File: src/rtl/instruction_fetch_unit.sv
// Instruction fetch unit: program memory, PC and run/step/halt sequencing.
// Each instruction takes two cycles: FETCH reads mem[pc] into the instruction
// register, EXEC presents it to the control unit and retires it.
module instruction_fetch_unit #(
  parameter int                 ADDR_W    = 8,
  parameter int                 INSTR_W   = 10,
  parameter int                 DEPTH     = 256,
  parameter logic [INSTR_W-1:0] NOP_WORD  = 10'b1111000000,
  parameter logic [INSTR_W-1:0] HALT_WORD = 10'b1111111111
) (
  input  logic               clk,
  input  logic               rst_n,
  input  logic               run,
  input  logic               step,
  input  logic               halt_req,
  input  logic               stall,
  input  logic               load_pc,
  input  logic [ADDR_W-1:0]  pc_value,
  input  logic               prog_we,
  input  logic [ADDR_W-1:0]  prog_addr,
  input  logic [INSTR_W-1:0] prog_data,
  output logic [INSTR_W-1:0] instruction,
  output logic               instr_valid,
  output logic [ADDR_W-1:0]  pc,
  output logic               halted,
  output logic               prog_err
);

  typedef enum logic [1:0] {
    S_IDLE,
    S_FETCH,
    S_EXEC,
    S_HALT
  } state_e;

  state_e              state_q, state_d;
  logic [ADDR_W-1:0]   pc_q, pc_d;
  logic [INSTR_W-1:0]  instr_q, instr_d;
  logic                single_q, single_d;
  logic                halt_pend_q, halt_pend_d;
  logic                prog_err_q, prog_err_d;
  logic                mem_we;
  logic [INSTR_W-1:0]  fetch_word;

  logic [INSTR_W-1:0]  mem [DEPTH];

  assign fetch_word = mem[pc_q];

  // Program memory: host writes only while idle or halted; never reset.
  always_ff @(posedge clk) begin
    if (mem_we) begin
      mem[prog_addr] <= prog_data;
    end
  end

  // Next-state, PC update, fetch capture and write-rejection logic.
  always_comb begin
    state_d     = state_q;
    pc_d        = pc_q;
    instr_d     = instr_q;
    single_d    = single_q;
    halt_pend_d = halt_pend_q;
    prog_err_d  = 1'b0;
    mem_we      = 1'b0;

    case (state_q)
      S_IDLE, S_HALT: begin
        mem_we = prog_we;
        if (halt_req) begin
          halt_pend_d = 1'b1;
        end
        if (run) begin
          state_d  = S_FETCH;
          single_d = 1'b0;
        end else if (step) begin
          state_d  = S_FETCH;
          single_d = 1'b1;
        end
      end

      S_FETCH: begin
        prog_err_d = prog_we;
        if (halt_req) begin
          halt_pend_d = 1'b1;
        end
        if (fetch_word == HALT_WORD) begin
          state_d     = S_HALT;
          halt_pend_d = 1'b0;
        end else begin
          instr_d = fetch_word;
          state_d = S_EXEC;
        end
      end

      S_EXEC: begin
        prog_err_d = prog_we;
        if (stall) begin
          // A halt request seen while stalled is remembered, not acted on yet.
          if (halt_req) begin
            halt_pend_d = 1'b1;
          end
        end else begin
          pc_d        = load_pc ? pc_value : pc_q + 1'b1;
          halt_pend_d = 1'b0;
          if (halt_req || halt_pend_q || single_q) begin
            state_d = S_HALT;
          end else begin
            state_d = S_FETCH;
          end
        end
      end

      default: state_d = S_IDLE;
    endcase
  end

  // State and datapath registers with asynchronous active-low reset.
  always_ff @(posedge clk or negedge rst_n) begin
    if (!rst_n) begin
      state_q     <= S_IDLE;
      pc_q        <= '0;
      instr_q     <= NOP_WORD;
      single_q    <= 1'b0;
      halt_pend_q <= 1'b0;
      prog_err_q  <= 1'b0;
    end else begin
      state_q     <= state_d;
      pc_q        <= pc_d;
      instr_q     <= instr_d;
      single_q    <= single_d;
      halt_pend_q <= halt_pend_d;
      prog_err_q  <= prog_err_d;
    end
  end

  // Outputs decode from state so reset forces them immediately.
  always_comb begin
    instr_valid = (state_q == S_EXEC);
    instruction = (state_q == S_EXEC) ? instr_q : NOP_WORD;
    halted      = (state_q == S_HALT);
    pc          = pc_q;
    prog_err    = prog_err_q;
  end

endmodule

File: config.mk
export PLATFORM = sky130hd
export DESIGN_NAME = instruction_fetch_unit
export DESIGN_NICKNAME = d
export VERILOG_FILES = /design/src/rtl/instruction_fetch_unit.sv
export SDC_FILE = /design/constraint.sdc
export NUM_CORES = 2
export LEC_CHECK = 0
export BUFFER_PORTS_ARGS = -buffer_cell sky130_fd_sc_hd__buf_4
export CORE_ASPECT_RATIO = 1.5
export CORE_MARGIN = 10
export CORE_UTILIZATION = 45
export CTS_CLUSTER_DIAMETER = 60
export CTS_CLUSTER_SIZE = 25
export DETAILED_ROUTE_END_ITERATION = 10
export HOLD_SLACK_MARGIN = 0.1
export SYNTH_ARGS = -nofsm -noshare
export SYNTH_HDL_FRONTEND = slang
export SYNTH_SLANG_ARGS = --single-unit
File: constraint.sdc
create_clock -name clk -period 3.3 [get_ports clk]
set_clock_uncertainty 0.1 [all_clocks]
set_input_delay 0.66 -clock clk [delete_from_list [all_inputs] [get_ports clk]]
set_output_delay 0.66 -clock clk [all_outputs]
set_load 0.01 [all_outputs]
Word level (Yosys, flattened, before mapping)
Memories as Yosys holds them, arrays and structs flattened.
Index checks and enable logic that the tools add are counted.
{ "totals": {"register_bits": 23, "latch_bits": 0, "ramBits": 2560, "rom_bits": 0, "in_bits": 34, "out_inout_bits": 21, "wordCells": 44, "mem_count": 1} }
{ "memory_table": {"columns": ["name", "words", "word_bits", "read_ports", "rd_ports_with_merged_regs", "wr", "line", "rtl"], "rows": [
  ["mem", 256, 10, 1, 0, 1, "45", "logic [INSTR_W-1:0] mem [DEPTH];"]
]} }
{ "op_classes": {"add_sub_neg": 1, "mul": 0, "div": 0, "magnitude_cmp": 0, "n_eq_ne": 6, "shifts": 0, "n_mux": 18, "n_bitwise": 2, "n_reduce_logical": 10} }
{ "ops": {"columns": ["operator", "n"], "rows": [
  ["$eq A10 B10 Y1 const B", 1],
  ["$mux W1", 10],
  ["$mux W10", 1],
  ["$add A8 B1 Y8 const B", 1],
  ["$mux W2", 4],
  ["$mux W8", 1],
  ["$reduce_and A2 Y1", 4],
  ["$pmux W2 S3", 1],
  ["$eq A2 B2 Y1 const B", 2],
  ["$reduce_or A2 Y1", 2],
  ["$ne A3 B3 Y1 const B", 1],
  ["$pmux W1 S3", 1],
  ["$eq A2 B1 Y1 const B", 1],
  ["$logic_not A2 Y1", 1],
  ["$logic_or A1 B1 Y1", 2],
  ["$ne A2 B2 Y1 const B", 1],
  ["$not A1 Y1", 2],
  ["$reduce_bool A2 Y1", 1]
]} }

Depth between registers and ports, before layout
{ "logic_depth": {"ltp_word": 5, "depth_mapped": 17, "depth_no_buf": 9} }

Worst setup path after synthesis
No wires, ideal clock.
{ "synth_path": {"path_type": "reg-to-reg", "from": "register pc_q[0], in the netlist pc[0]", "to": "register halt_pend_q", "t_arrival_ns": 3.157, "required_ns": 3.127, "path_slack_ns": -0.030, "path_stages_with_launch": 13, "path_buffers": 5, "synth_period_minus_slack_ns": 3.330, "cell_sequence": "dfrtp_1 -> buf_6 -> buf_6 -> buf_4 -> buf_4 -> mux4_2 -> mux4_2 -> a2111oi_2 -> o21ai_1 -> o311a_1 -> a41o_1 -> buf_6 -> a21oi_2"} }
{ "synth_via": {"elab_chain_cells": 4} }
{ "synth_rtl": {"columns": ["item", "line", "rtl"], "rows": [
  ["start: declaration", "37", "logic [ADDR_W-1:0] pc_q, pc_d;"],
  ["start signal: assignment", "128", "pc_q <= pc_d;"],
  ["$mem_v2 Z256 W10", null, null],
  ["$eq A10 B10 Y1", "86", "if (fetch_word == HALT_WORD) begin"],
  ["$mux W1", "86", null],
  ["$pmux W1 S3", "66", "case (state_q)"],
  ["net halt_pend_d", "40", "logic halt_pend_q, halt_pend_d;"],
  ["end signal: assignment", "131", "halt_pend_q <= halt_pend_d;"],
  ["end: declaration", "40", null]
]} }
The timed path passes the listed nets, and every way through them passes these cells.
A chain may end at the register's enable or synchronous reset.

Final worst setup path
{ "layout_path": {"from": "register pc_q[2], in the netlist pc[2]", "to": "register state_q[0]"} }
{ "layout_via": {"elab_chain_cells": 4} }
{ "layout_rtl": {"columns": ["item", "line", "rtl"], "rows": [
  ["$mem_v2 Z256 W10", null, null],
  ["$eq A10 B10 Y1", "86", null],
  ["$mux W1", "86", null],
  ["$pmux W2 S3", "66", null],
  ["end signal: assignment", "127", "state_q <= state_d;"],
  ["end: declaration", "36", "state_e state_q, state_d;"]
]} }
No other way between the ends.

==> summary.md <==
| Metric | Value |
|---|---|
| Fraction of power consumed by combinational cells | 39.4% |
| Hold-critical path depth | 3 |
| # IOs | 55 |
| Cell total after placement | 8411 |
| Net switching power figure | 30.8 mW |
| Setup slack after placement | -1.20 ns |
| Number of iterations in the first detailed-routing pass | 6 |
| Minimum clock period after layout | 3.72 ns |
| Starting utilization of the core area | 45.3% |
| Share of flip-flops with an asynchronous set or reset after synthesis | 0.890% |
| Count of routing violations after the opening detailed-route iteration | 6986 |
| Max Root-Sink Buffers | 4 |
| Number of remaining DRC errors | 0 |
| Leakage dissipation | 38.4 nW |
| Switching part of the total power | 33.4% |
| Avg Cell Area, Syn | 20.9 um^2 |
| Power density over the cells | 776 nW/um^2 |
| Sequential share of the synthesized area | 76.7% |
| Fin nets | 5807 |
| Final core utilization | 53.3% |
| Slowest cell delay on critical path | 0.58 ns |
| Die Ht | 600 um |
| Maximum number of pins on one net before global-route repair | 106 |
| Max Cap Violations | 0 |
| Clock tree root driver cell | sky130_fd_sc_hd__clkbuf_16 |
| Drt wl/cell | 35.3 um |
| Outcome | finished, violations left |
| Reg2reg start | pc[2] |
| Synth Warn # | 0 |
| Fraction of final layout cells sized beyond drive strength 1 | 34.8% |
| Slowest CP cell | sky130_fd_sc_hd__dfrtp_4 |
| Violated checks | setup timing |
| Worst hold-check path type | input pin to flop |
| Leading cell types by total area after synthesis | sky130_fd_sc_hd__edfxtp_1 (76%), sky130_fd_sc_hd__mux4_2 (12%), sky130_fd_sc_hd__mux2i_1 (3.1%), sky130_fd_sc_hd__nor2_1 (1.2%), sky130_fd_sc_hd__a22oi_1 (0.79%) |
| Final hold slack | 0.155 ns |
| Half-perimeter wire length after placement | 207000 um |
| Cell Count, Final, Fillers Out | 8734 |
| Internal power component | 61.3 mW |
| Skew-Pair Late Insertion Delay | 0.86 ns |
| Vias in the first global route | 53900 |
| Hold_sp | load_pc |
| Total routing resource utilization after global routing | 24.9% |
| Number of distinct standard cells referenced by the synthesized netlist | 74 |
| Share of the clock period used by the worst path | 113% |
| WS Path Type | flop to flop |
| DRT antenna net count | 0 |
| Area taken by multi-input logic gates | 22700 um^2 |
| Worst-case hold path end point | pc[4] |
| Slew Limit Fails | 0 |
| Filler instances | 17200 |
| Maximum achievable frequency | 269 MHz |
| Number of antenna violations at the first check in global routing | 10 |
| Sequential cell fraction of total power | 39.7% |
| Data required time of the critical path | 3.98 ns |
| Instance count on the critical path | 12 |
| Via density per instance | 6.18 |
| Worst-path maximum fanout | 15 |
| Reg-to-Reg End | state_q[0] |
| Cells along the critical path | buf_4 -> inv_4 -> buf_12 -> buf_12 -> buf_4 -> mux2i_1 -> nor2_1 -> a2111oi_4 -> o32a_1 -> buf_6 -> or4_4 -> o31ai_2 |
| Data arrival time of the critical path | 4.41 ns |
| Wirelength, routed | 308000 um |
| Slew at the pin closest to its max-slew limit | 1.20 ns |
| Cts bufs inserted | 143 |
| Number of port buffers | 54 |
| Mapped Area | 101000 um^2 |
| Global placement routability congestion | 0.940 |
| First-pass GRT wire length | 427000 um |
| Most frequently used flop master after synthesis | sky130_fd_sc_hd__edfxtp_1 |
| Type of element launching the critical path | flop |
| Overall power consumption | 92.1 mW |
| Setup slack on the worst flop-to-flop path | -0.42 ns |
| Clock transition at the registers of the reported paths | 0.09 ns |
| Type of element capturing the critical path | flop |
| H-tree depth | 4 |
| Post-synth top area share | 76.2% |
| Core region area | 223000 um^2 |
| Max-slew headroom at the worst pin | 19.8% |
| Clock tree from TritonCTS | yes |
| Clk sink count | 2583 |
| Die width | 407 um |
| Most numerous cell in the Yosys netlist | sky130_fd_sc_hd__edfxtp_1 |
| Unrepaired setup endpoints after global routing | yes |
| Die Footprint | 244000 um^2 |
| Critical path buffer and inverter count | 6 |
| Number of flip-flops and latches in the synthesized netlist | 2583 |
| Synth cell count leaders | sky130_fd_sc_hd__edfxtp_1 (2560), sky130_fd_sc_hd__mux4_2 (529), sky130_fd_sc_hd__nor2_1 (312), sky130_fd_sc_hd__mux2i_1 (311), sky130_fd_sc_hd__clkbuf_1 (109) |
| Library cell with the largest summed area after synthesis | sky130_fd_sc_hd__edfxtp_1 |
| Post-route worst setup slack | -0.422 ns |
| Worst-case reg-to-reg path depth | 12 |
| Mapped Nets | 4857 |
| Final number of hold-violating endpoints | 0 |
| Number of vias after detailed routing | 54000 |
| Share of total power in the clock network | 20.9% |
| Total grt overflow | 0 |
| Final setup vio count | 12 |
| Register cell area after layout | 77500 um^2 |
| Synth-to-Final Area Change | 17.6% |
| Gate Count Post-Synth | 4819 |
| Largest delay share family, worst path | buffers and inverters |
| Number of synthesized flops with an enable pin | 2560 |
| # rows | 212 |
| Highest ir drop seen on vdd | 538 uV |
## stage by stage
stage | setup TNS (ns) | instance area (um^2)
6_report | -4.62 | 119000
2_1_floorplan | 0 | 101000
3_3_place_gp | -13.51 | 112000
3_5_place_dp | -13.55 | 112000
5_1_grt | -5.39 | 119000
4_1_cts | -4.31 | 118000
## cells by family (layout without fill, tap and decap cells)
group	count (synthesis)	in the layout	synth area share, %
flip-flops	2583	2583	76.7
buffers and inverters	314	1332	1.87
other	0	7	0
adder cells (fa/ha/maj)	4	4	0.0496
multiplexers	880	880	15.6
AND/OR/NAND/NOR	571	571	2.44
AO/OA/AOI/OAI	467	468	3.33
## placed cells by master (no fill, tap or decap), drive strengths merged, types with 14 or more instances in the layout
master  synthesis  routed
edfxtp       2560    2560
clkinv          2      29
nor2b          29      29
nand2         107     107
nor2          312     312
and2           14      14
dfrtp          19      19
buf           185    1068
o22ai          25      25
mux2           25      25
clkbuf        109     168
mux2i         311     311
a22oi         114     114
inv            18      43
a21oi          66      66
nand3          50      50
a221oi         36      36
o21ai          60      60
a31oi          32      32
a211oi         23      23
mux4          544     544
## power by group through the flow
stage / Sequential (mW) / Combinational [mW] / Clock, mW
after global routing: 36.5 / 37.1 / 20.6
after floorplan: 37.1 / 15.8 / 0
final: 36.5 / 36.3 / 19.3
after CTS: 36.5 / 35.2 / 19.6
after global placement: 37.4 / 31.7 / 0
after detailed placement: 37.4 / 31.7 / 0
## flip-flops by register name (all words and copies together) (netlist names)
signal and count:
halt_pend_q 1, instr_q 10, mem 2560, pc 8, prog_err 1, single_q 1, state_q 2
## per-layer routing
layer / up-vias / share of wire, % / GRT usage [%] / routed length (um)
met5: - / 0.013 / 0 / 39
met4: 6 / 6.8 / 14.2 / 20900
met3: 628 / 7.5 / 3.75 / 23000
met2: 2629 / 50 / 41.7 / 153000
met1: 28900 / 36 / 31.0 / 111000
li1: 21900 / - / - / -
## what timing repair did
item                                    in CTS  in global routing
cloned                                      11                  5
resized for setup                          228                 63
endpoints found under the setup margin      12                 12
pin swaps                                   40                 23
setup buffers                               55                 21
hold endpoints to repair                    41                  0
hold buffers                                11                  0
## worst reg2reg max path, stage by stage, from the launching register on
cell and delay (ns):
sky130_fd_sc_hd__dfrtp_4 0.58, sky130_fd_sc_hd__buf_4 0.27, sky130_fd_sc_hd__inv_4 0.11, sky130_fd_sc_hd__buf_12 0.21
sky130_fd_sc_hd__buf_12 0.26, sky130_fd_sc_hd__buf_4 0.18, sky130_fd_sc_hd__mux2i_1 0.09, sky130_fd_sc_hd__nor2_1 0.46
sky130_fd_sc_hd__a2111oi_4 0.14, sky130_fd_sc_hd__o32a_1 0.35, sky130_fd_sc_hd__buf_6 0.13, sky130_fd_sc_hd__or4_4 0.53
sky130_fd_sc_hd__o31ai_2 0.24
## final cells by class
type                       count  share of cell area [%]
inverter                      20                  0.0675
tap                         2889                    3.05
clock buffer                 153                    3.07
clock inverter                61                   0.525
antenna                        7                  0.0148
timing repair buffer        1098                    8.92
multi-input combinational   1923                    19.1
sequential                  2583                    65.3
## worst max path at each step
stage / slack (ns) / endpoint / startpoint
global placement: -1.19 / halt_pend_q / pc[0]
floorplan: 0.0005 / halt_pend_q / pc[1]
CTS: -0.39 / instr_q[5] / pc[0]
global route: -0.47 / instr_q[5] / pc[0]
finish: -0.42 / state_q[0] / pc[2]
detailed placement: -1.20 / instr_q[5] / pc[0]
Note: power is estimated with default switching activity, not from simulation.
